### src/rtl/mod_audio_pwm_out.sv
// mod_audio_pwm_out
// Buffers PCM samples in a small FIFO and plays one sample per rising edge of
// the divided sample clock as single-bit PWM. An empty FIFO at a sample
// strobe is flagged as a sticky underrun; playback never stalls.
module mod_audio_pwm_out #(
  parameter int DATA_W     = 8,
  parameter int FIFO_DEPTH = 16
) (
  input  logic                          i_clk_in,
  input  logic                          i_rst,
  input  logic                          i_enable,
  input  logic                          i_sample_clk,
  input  logic [DATA_W-1:0]             i_data,
  input  logic                          i_valid,
  output logic                          o_ready,
  output logic [$clog2(FIFO_DEPTH):0]   o_level,
  output logic                          o_underrun,
  output logic                          o_pwm
);

  localparam int PTR_W = $clog2(FIFO_DEPTH);
  localparam int LVL_W = PTR_W + 1;

  // Occupancy that means "full"; pointers alone cannot tell full from empty.
  localparam logic [LVL_W-1:0] FULL_LEVEL = LVL_W'(FIFO_DEPTH);
  localparam logic [LVL_W-1:0] LEVEL_ONE  = LVL_W'(1);
  localparam logic [PTR_W-1:0] PTR_ONE    = PTR_W'(1);
  localparam logic [DATA_W-1:0] CNT_ONE   = DATA_W'(1);

  // Sample storage. Deliberately not reset so it maps onto RAM primitives.
  logic [DATA_W-1:0] mem [FIFO_DEPTH];

  logic                  prev_reg;
  logic [PTR_W-1:0]      wr_ptr_reg,     wr_ptr_next;
  logic [PTR_W-1:0]      rd_ptr_reg,     rd_ptr_next;
  logic [LVL_W-1:0]      level_reg,      level_next;
  logic [DATA_W-1:0]     cur_sample_reg, cur_sample_next;
  logic [DATA_W-1:0]     pwm_cnt_reg,    pwm_cnt_next;
  logic                  underrun_reg,   underrun_next;
  logic                  pwm_reg,        pwm_next;

  logic                  strobe;
  logic                  fifo_empty;
  logic                  wr_en;
  logic                  rd_en;
  logic [DATA_W-1:0]     head_data;

  // Rising edge of the sample clock, suppressed while playback is disabled.
  // prev_reg resets high so a sample clock already high at reset release is
  // not mistaken for an edge.
  assign strobe     = i_sample_clk & ~prev_reg & i_enable;
  assign fifo_empty = (level_reg == '0);

  // Ready comes from the registered level only, never from this cycle's read,
  // so a strobe on a full FIFO does not open a same-cycle write path.
  assign o_ready    = (level_reg != FULL_LEVEL);
  assign wr_en      = i_valid & o_ready;

  // The read looks at pre-write state: a write into an empty FIFO cannot be
  // consumed by a strobe on the same edge.
  assign rd_en      = strobe & ~fifo_empty;
  assign head_data  = mem[rd_ptr_reg];

  assign o_level    = level_reg;
  assign o_underrun = underrun_reg;
  assign o_pwm      = pwm_reg;

  // FIFO storage write port.
  always_ff @(posedge i_clk_in) begin
    if (wr_en) begin
      mem[wr_ptr_reg] <= i_data;
    end
  end

  // FIFO pointer and occupancy bookkeeping.
  always_comb begin
    wr_ptr_next = wr_ptr_reg;
    rd_ptr_next = rd_ptr_reg;
    level_next  = level_reg;

    if (wr_en) begin
      wr_ptr_next = wr_ptr_reg + PTR_ONE;
    end
    if (rd_en) begin
      rd_ptr_next = rd_ptr_reg + PTR_ONE;
    end

    case ({wr_en, rd_en})
      2'b10:   level_next = level_reg + LEVEL_ONE;
      2'b01:   level_next = level_reg - LEVEL_ONE;
      default: level_next = level_reg;
    endcase
  end

  // Sample playout: load the head on a strobe, flag strobes that find no data.
  always_comb begin
    cur_sample_next = cur_sample_reg;
    underrun_next   = underrun_reg;

    if (rd_en) begin
      cur_sample_next = head_data;
    end
    if (strobe && fifo_empty) begin
      underrun_next = 1'b1;
    end
  end

  // PWM phase counter: restarts on every strobe, freezes while disabled.
  always_comb begin
    pwm_cnt_next = pwm_cnt_reg;
    if (strobe) begin
      pwm_cnt_next = '0;
    end else if (i_enable) begin
      pwm_cnt_next = pwm_cnt_reg + CNT_ONE;
    end
  end

  // PWM comparator; registered so the pin is glitch-free.
  always_comb begin
    pwm_next = i_enable & (pwm_cnt_reg < cur_sample_reg);
  end

  // State registers, all returned to idle immediately on reset.
  always_ff @(posedge i_clk_in or posedge i_rst) begin
    if (i_rst) begin
      prev_reg       <= 1'b1;
      wr_ptr_reg     <= '0;
      rd_ptr_reg     <= '0;
      level_reg      <= '0;
      cur_sample_reg <= '0;
      pwm_cnt_reg    <= '0;
      underrun_reg   <= 1'b0;
      pwm_reg        <= 1'b0;
    end else begin
      prev_reg       <= i_sample_clk;
      wr_ptr_reg     <= wr_ptr_next;
      rd_ptr_reg     <= rd_ptr_next;
      level_reg      <= level_next;
      cur_sample_reg <= cur_sample_next;
      pwm_cnt_reg    <= pwm_cnt_next;
      underrun_reg   <= underrun_next;
      pwm_reg        <= pwm_next;
    end
  end

endmodule

### config.mk
export PLATFORM = sky130hd
export DESIGN_NAME = mod_audio_pwm_out
export DESIGN_NICKNAME = d
export VERILOG_FILES = /design/src/rtl/mod_audio_pwm_out.sv
export SDC_FILE = /design/constraint.sdc
export NUM_CORES = 1
export LEC_CHECK = 0
export ABC_CLOCK_PERIOD_IN_PS = 8300
export CAP_MARGIN = 20
export CORE_UTILIZATION = 45
export DETAILED_ROUTE_END_ITERATION = 12
export GPL_ROUTABILITY_DRIVEN = 0
export SYNTH_ARGS = -nofsm -noshare
export SYNTH_HDL_FRONTEND = slang
export SYNTH_SLANG_ARGS = --single-unit
### constraint.sdc
create_clock -name i_clk_in -period 8.3 [get_ports i_clk_in]
set_clock_uncertainty 0.2 [all_clocks]
set_input_delay 1.66 -clock i_clk_in [delete_from_list [all_inputs] [get_ports i_clk_in]]
set_output_delay 1.66 -clock i_clk_in [all_outputs]
set_load 0.03 [all_outputs]
Yosys cells after proc, flatten, opt, wreduce, memory -nomap -nowiden
Memories as Yosys holds them, arrays and structs flattened. A register that Yosys moved wholly into a read port is not among the register bits.
Index checks and enable logic that the tools add are counted.
- reductions and logical operators: 4
- muxes and demuxes: 5
- bitwise gates (word level): 7
- $add $sub $neg: 5
- magnitude comparators: 1
- eq/ne operators: 3
- operators with widths (cell ; count):
    8-bit 2-to-1 mux ; 2
    5-bit case mux with 2 select lines ; 1
    4-bit by 1-bit adder with 4-bit output (second input constant) ; 2
    8-bit by 1-bit adder with 8-bit output (second input constant) ; 1
    8-bit < comparator ; 1
    5-bit by 1-bit adder with 5-bit output (second input constant) ; 1
    1-bit AND ; 5
    5-bit zero test ; 1
    5-bit != test (second input constant) ; 1
    5-bit by 1-bit subtractor with 5-bit output (second input constant) ; 1
    2-bit nonzero test ; 2
    2-bit by 1-bit == test with 1-bit output (second input constant) ; 1
    2-bit == test (second input constant) ; 1
    1-bit 2-to-1 mux ; 2
    1-bit NOT ; 2
    1-bit logical AND ; 1
- logic and storage cells: 33
- memories: 1
- register bits after elaboration: 24
- output and inout bits: 8
- bits of input ports: 13
- RAM bits: 128
- memory list (memory ; depth ; bits a word ; rd ports ; clocked after Yosys merged registers in ; write ports ; line ; text):
    mem ; 16 ; 8 ; 1 ; 1 ; 1 ; 31 ; logic [DATA_W-1:0] mem [FIFO_DEPTH];

Depth between registers and ports, before layout
Gate-level depths: netlist of the first run.
- word-level depth: 6
- gate-level depth with buffers: 14
- mapped depth without buffers: 10

Worst setup path before layout of the first run
OpenSTA, ideal clock, no wires.
- kind: input port to flip-flop
- start: in i_enable
- end: reg level_reg[4] (netlist: o_level[4])
- stages: 14
- data required time: 7.959 ns
- slack: 4.129 ns
- arrival: 3.830 ns
- buffers on the path: 4
- library setup time: 0.141 ns
- cells stage by stage: buf_2 -> and3b_1 -> clkbuf_1 -> o21ai_2 -> inv_1 -> buf_6 -> ha_1 -> clkbuf_1 -> xor2_1 -> ha_1 -> o211a_1 -> o31ai_1 -> a31oi_1 -> xor2_1
- word-level cells in the longest chain between the ends: 4
- elaborated cells between the ends (all ways): 6
- classes of those cells: eq/ne (2); mux (1); bitwise (2); reduce/logical (1)
- RTL lines (element ; line ; text):
    from (decl) ; 11 ; input logic i_enable,
    1-bit AND * ; 51 ; assign strobe = i_sample_clk & ~prev_reg & i_enable;
    1-bit AND * ; 61 ; assign rd_en = strobe & ~fifo_empty;
    named net rd_en ; 45 ; logic rd_en;
    2-bit by 1-bit == test with 1-bit output / 2-bit == test (equally long branches) ; 88 ; case ({wr_en, rd_en})
    5-bit case mux with 2 select lines / 2-bit nonzero test (equally long branches) ; -- ;
    to (signal assigned) ; 138 ; level_reg <= level_next;
    to (decl) ; 36 ; logic [LVL_W-1:0] level_reg, level_next;
Mark *: on every way through the listed nets, which the timed path passes. The rest lies on a longest branch.
A chain may end at the register's enable or synchronous reset.

Worst setup path in the final report of the first run
- start: in i_enable
- end: reg level_reg[4] (netlist: o_level[4])
- word-level cells in the longest chain between the ends: 4
- elaborated cells between the ends (all ways): 6
- classes of those cells: eq/ne (2); mux (1); bitwise (2); reduce/logical (1)
- RTL lines (element ; line):
    1-bit AND * ; 51
    1-bit AND * ; 61
    2-bit by 1-bit == test with 1-bit output / 2-bit == test (equally long branches) ; 88
    5-bit case mux with 2 select lines / 2-bit nonzero test (equally long branches) ; --
Every way passes the cells marked *; elsewhere a longest branch is shown, timed or not.

==> flow_summary.yaml, run 1 <==
synth:
  syn_nets: 425
  syn_area_um2: 6730
  synth_ff_type: "edfxtp_1"
  synth_area_leaders: "edfxtp_1 (57%), dfrtp_1 (12%), mux4_2 (9.0%), ha_1 (3.2%), mux4_1 (2.0%)"
  synth_top_area_share_pct: 57.1
  ys_seq_area_share_pct: 69.1
  async_reset_ff_share_pct: 20.0
  post_synth.cell_area_avg_um2: 17.0
  ys_ff_latch: 160
  yosysTopAreaCell: "edfxtp_1"
  ys_types: 43
  synth_warnings: 0
  synth_cells: 395
  synth_edf_count: 128
critical_path:
  slowest_stage: "clkdlybuf4s50_1"
  crit_required_ns: 8.40
  cp_max_fo: 12
  cp-start-kind: "input pin"
  critPathKind: "in -> reg"
  path_cells: "clkdlybuf4s50_1, and3b_1, o21ai_2, inv_1, ha_1, xor2_1, ha_1, o211a_1, o31ai_1, a31oi_1, xor2_1"
  critPathMaxStageDelay_ns: 0.64
  cp-end-kind: "register"
  arrival_ns: 4.76
die:
  die_w_um: 124
  dieArea_um2: 15400
  fp.coreArea_um2: 14500
  start_util_pct: 46.3
  num_rows: 44
  ioPinCount: 21
  die_h_um: 124
clock_network:
  cts_inserted_buffers: 17
  cts.repair.resized: 0
  cts_tree: "yes"
  cts_sinks: 160
  htree_num_levels: 4
  cts-root-buf: "clkbuf_16"
  insertion_delay_ns: 0.42
  post_cts_buffers: 0
  path_clk_slew_ns: 0.06
  holdBufCountCts: 0
  cts_buffer_depth: 2
placed_design:
  place_hpwl_um: 7910
  numPortBuffers: 20
  post-place-cells: 580
  placed_area_um2: 7070
drt:
  vias_per_cell: 5.54
  drt_iter0_markers: 246
  ant_nets: 0
  firstDrtPassIters: 4
  route.detailed.drc: 0
  num_vias: 3393
  wl_um: 12400
  detail_route.wl_per_cell_um: 20.3
final_layout:
  most-common-layout-cells: "edfxtp_1 (128), dfrtp_1 (30), mux4_2 (27)"
  area_growth_pct: 13.5
  layout_commonest_cell: "edfxtp_1"
  diodes: 0
  final_core_util_pct: 52.5
  nets: 445
  largest_reg_flops: 128
  final_area_um2: 7630
  fillCellCount: 1211
  final_cells: 612
  drive_above_1_share_pct: 16.8
power_and_ir_drop:
  power_leakage_uw: 0.00272
  irDropWorstVdd_mv: 0.165
  power.total_uw: 2530
  power.density_nw_per_um2: 331
global_routing:
  use_met1_pct: 23.6
  grt-busiest-layer: "met2"
  use_met3_pct: 4.08
  grt_first_pass_wirelength_um: 19800
  grt_max_degree: 36
  antenna_found_initial: 0
  gr-total-overflow: 0
  grt_use_met2_pct: 27.7
  first_global_vias: 3419
  track_usage_pct: 17.6
job:
  maxCapViolCount: 0
timing:
  setup_viol: 0
  grt_setup_unrepaired: "no"
  max_slew_margin_pct: 37.4
  period_needed_ns: 4.66
  worst-slew-pin-transition_ns: 0.935
  max_freq_ghz: 0.215
  period_share_pct: 56.1
  hold_violations: 0
  setup_tns_ns: 0
  report.final.slew_viol_count: 0
min_path:
  hold_class: "reg -> reg"
outcome:
  status: "finished clean"
kinds of logic (layout without fill, tap and decap cells):
| group | after synthesis | count (layout) | synth area share, % |
|---|---|---|---|
| muxes | 41 | 41 | 12.4 |
| adders and majority gates | 17 | 17 | 3.16 |
| xor gates and xnor gates | 15 | 15 | 1.95 |
| and+or+nand+nor | 72 | 72 | 5.36 |
| AOI/OAI and AO/OA | 51 | 51 | 5.10 |
| DFF | 160 | 160 | 69.1 |
| buffers and inverters | 39 | 72 | 3.01 |
layer usage:
layer | vias up | part of all wire (%)
met2 | 69 | 49
met4 | 0 | 1.6
met1 | 1739 | 45
li1 | 1570 | -
met5 | - | 0
met3 | 15 | 4.3
layout make-up:
cell class,count,area (um2),area share (%)
clock buffer,17,425,5.57
sequential,160,4650,60.9
timing repair buffer,24,230,3.02
clock inverter,15,143,1.87
inverter,16,60.1,0.787
tap,184,230,3.02
multi-input combinational,196,1900,24.9
stage by stage:
| stage | hold WS (ns) | setup slack [ns] |
|---|---|---|
| floorplan | 0.274 | 4.13 |
| global placement | 0.242 | 3.37 |
| detailed placement | 0.248 | 3.23 |
| finish | 0.257 | 3.64 |
| CTS | 0.259 | 3.66 |
| global route | 0.292 | 3.40 |
worst max-delay path: cells and delay by family:
family | cells | cell delay [ns]
AO/OA/AOI/OAI | 4 | 0.78
XOR/XNOR | 2 | 0.28
buffers and inverters | 2 | 0.98
AND/OR/NAND/NOR | 1 | 0.40
adder cells (fa/ha/maj) | 2 | 0.66
cells in the mapped netlist, types with 2 or more instances:
cell / instances
or3_1: 2
and3b_1: 2
buf_2: 7
nor3_1: 5
inv_1: 16
ha_1: 17
nor2b_1: 10
a211o_1: 2
buf_1: 2
o21ai_0: 9
a21o_1: 11
edfxtp_1: 128
clkbuf_1: 7
a21oi_1: 8
mux2i_1: 8
mux4_1: 5
mux4_2: 27
xnor2_1: 8
nor2_1: 21
o22ai_1: 7
dfrtp_1: 31
nand2_1: 15
nand4_1: 5
nand3_1: 4
xor2_1: 7
a211oi_1: 7
buf_6: 3
nand2b_1: 5
buf_4: 2
report_power, final:
| part | internal [uW] | switching [uW] |
|---|---|---|
| clock network | 439 | 306 |
| registers | 994 | 84.8 |
| logic | 322 | 382 |
final timing paths:
path	start	end	slack [ns]	cells past startpoint
min in group asynchronous	i_rst	o_underrun$_DFFE_PP0P_	1.43	3
worst min register to register	o_underrun$_DFFE_PP0P_	o_underrun$_DFFE_PP0P_	0.26	1
worst min-delay path	o_underrun$_DFFE_PP0P_	o_underrun$_DFFE_PP0P_	0.26	1
worst max register to register	o_level[1]$_DFFE_PP0P_	o_level[4]$_DFFE_PP0P_	4.67	10
max in group asynchronous	i_rst	prev_reg$_DFF_PP1_	6.14	3
worst max-delay path	i_enable	o_level[4]$_DFFE_PP0P_	3.64	11
Note: power is estimated with default switching activity, not from simulation.
==> run 2, diff against run 1 <==
ABC_CLOCK_PERIOD_IN_PS = 4300   (was 8300)
clock period = 4.3 ns   (was 8.3 ns; I/O delays follow)
==> run 2 against run 1 <==
Net effect: combinational power is 80% higher; register-to-register slack worse by 3.8 ns; worst setup slack worse by 2.8 ns; first-iteration DRC count is 2.4% lower; global-route usage is 0.66 points higher; clock power is 110% higher; final area is 1.8% higher; die area stayed put; core utilization is 0.96 points higher; sequential share of layout area is 1.1 points lower.
==> flow_summary.yaml, run 2 (synthesis gave the netlist of run 1 again) <==
drt:
  drt_iter0_markers: 240
  ant_nets: 0
  route.detailed.drc: 0
  detail_route.wl_per_cell_um: 20.7
  vias_per_cell: 5.57
  firstDrtPassIters: 4
  num_vias: 3485
  wl_um: 12900
power_and_ir_drop:
  power.density_nw_per_um2: 652
  irDropWorstVdd_mv: 0.432
  power_leakage_uw: 0.00281
timing:
  report.final.slew_viol_count: 0
  setup_viol: 0
  max_freq_ghz: 0.293
  hold_violations: 0
  worst-slew-pin-transition_ns: 0.908
  period_share_pct: 79.3
  period_needed_ns: 3.41
  worst_slack_ns: 0.890
  max_slew_margin_pct: 39.4
  grt_setup_unrepaired: "no"
  setup_tns_ns: 0
global_routing:
  antenna_found_initial: 0
  grt_first_pass_wirelength_um: 20600
  gr-total-overflow: 0
  first_global_vias: 3571
  track_usage_pct: 18.2
  grt_max_degree: 27
final_layout:
  multiInputGateArea_um2: 1880
  diodes: 0
  fillCellCount: 1161
  layout_commonest_cell: "edfxtp_1"
  final_core_util_pct: 53.5
  drive_above_1_share_pct: 18.6
  largest_reg_flops: 128
  most-common-layout-cells: "edfxtp_1 (128), dfrtp_1 (30), mux4_2 (27)"
  nets: 459
  area_growth_pct: 15.6
  seqCellArea_um2: 4650
die:
  num_rows: 44
  die_h_um: 124
  dieArea_um2: 15400
  start_util_pct: 46.3
  fp.coreArea_um2: 14500
  die_w_um: 124
  ioPinCount: 21
critical_path:
  cp_max_fo: 12
  cp.buffers_inverters: 2
  cp-end-kind: "register"
  critPathKind: "in -> reg"
  crit_required_ns: 4.40
  crit_family: "compound AO/OA/AOI/OAI gates"
  path_cells: "clkdlybuf4s50_1, and3b_1, o21ai_2, inv_1, ha_1, xor2_1, ha_1, o211a_1, o31ai_1, a31oi_1, xor2_1"
  critPathMaxStageDelay_ns: 0.56
  arrival_ns: 3.51
  cp-start-kind: "input pin"
  slowest_stage: "clkdlybuf4s50_1"
clock_network:
  insertion_delay_ns: 0.43
  cts.repair.resized: 0
  post_cts_buffers: 0
  cts_tree: "yes"
  path_clk_slew_ns: 0.06
  htree_num_levels: 4
  holdBufCountCts: 0
  cts_buffer_depth: 2
  cts-root-buf: "clkbuf_16"
  cts_inserted_buffers: 17
  cts_sinks: 160
placed_design:
  numPortBuffers: 20
  place_hpwl_um: 8240
  pre_cts_slack_ns: 0.553
min_path:
  hold_class: "reg -> reg"
job:
  maxCapViolCount: 0
outcome:
  status: "finished clean"
run 2: worst register-to-register path, stage by stage, from the launching register on:
cell	delay, ns
dfrtp_1	0.48
or4_4	0.57
o21ai_2	0.43
inv_1	0.12
ha_1	0.32
xor2_1	0.18
ha_1	0.23
o211a_1	0.23
o31ai_1	0.25
a31oi_1	0.10
xor2_1	0.17
run 2: cell type report:
cell class | instances | area share [%]
Clock buffer | 18 | 5.52
Inverter | 16 | 0.773
Clock inverter | 14 | 2.48
Sequential cell | 160 | 59.8
Timing Repair Buffer | 38 | 4.31
Tap cell | 184 | 2.96
Multi-Input combinational cell | 196 | 24.2
run 2: final timing paths:
check                                        from                endpoint  slack [ns]  cells past startpoint
max                                      i_enable  o_level[4]$_DFFE_PP0P_        0.89                     11
min                        o_underrun$_DFFE_PP0P_  o_underrun$_DFFE_PP0P_        0.26                      1
max reg2reg                o_level[1]$_DFFE_PP0P_  o_level[4]$_DFFE_PP0P_        0.90                     10
min reg2reg                o_underrun$_DFFE_PP0P_  o_underrun$_DFFE_PP0P_        0.26                      1
max in group asynchronous                   i_rst      prev_reg$_DFF_PP1_        2.77                      3
min in group asynchronous                   i_rst  o_underrun$_DFFE_PP0P_        0.47                      2
run 2: report_power, final:
part / internal [uW] / switching [uW]
Clock: 936 / 647
Combinational: 647 / 626
Sequential: 1910 / 298
Total: 3500 / 1570
run 2: metrics by stage:
stage | area, um2 | total power, uW | std cells | hold WS, ns
4_1_cts | 7770 | 5130 | 626 | 0.266
3_3_place_gp | 7150 | 3520 | 594 | 0.240
2_1_floorplan | 6730 | 3130 | 395 | 0.274
6_report | 7770 | 5070 | 626 | 0.259
5_1_grt | 7770 | 5330 | 626 | 0.299
3_5_place_dp | 7150 | 3540 | 594 | 0.249
run 2: metal layers:
layer / GRT usage, % / share of wire [%] / vias to the layer above
li1: - / - / 1595
met1: 24.0 / 45 / 1799
met4: 5.95 / 1.3 / 0
met3: 4.85 / 4.2 / 11
met2: 29.4 / 50 / 80
met5: 0 / 0 / -
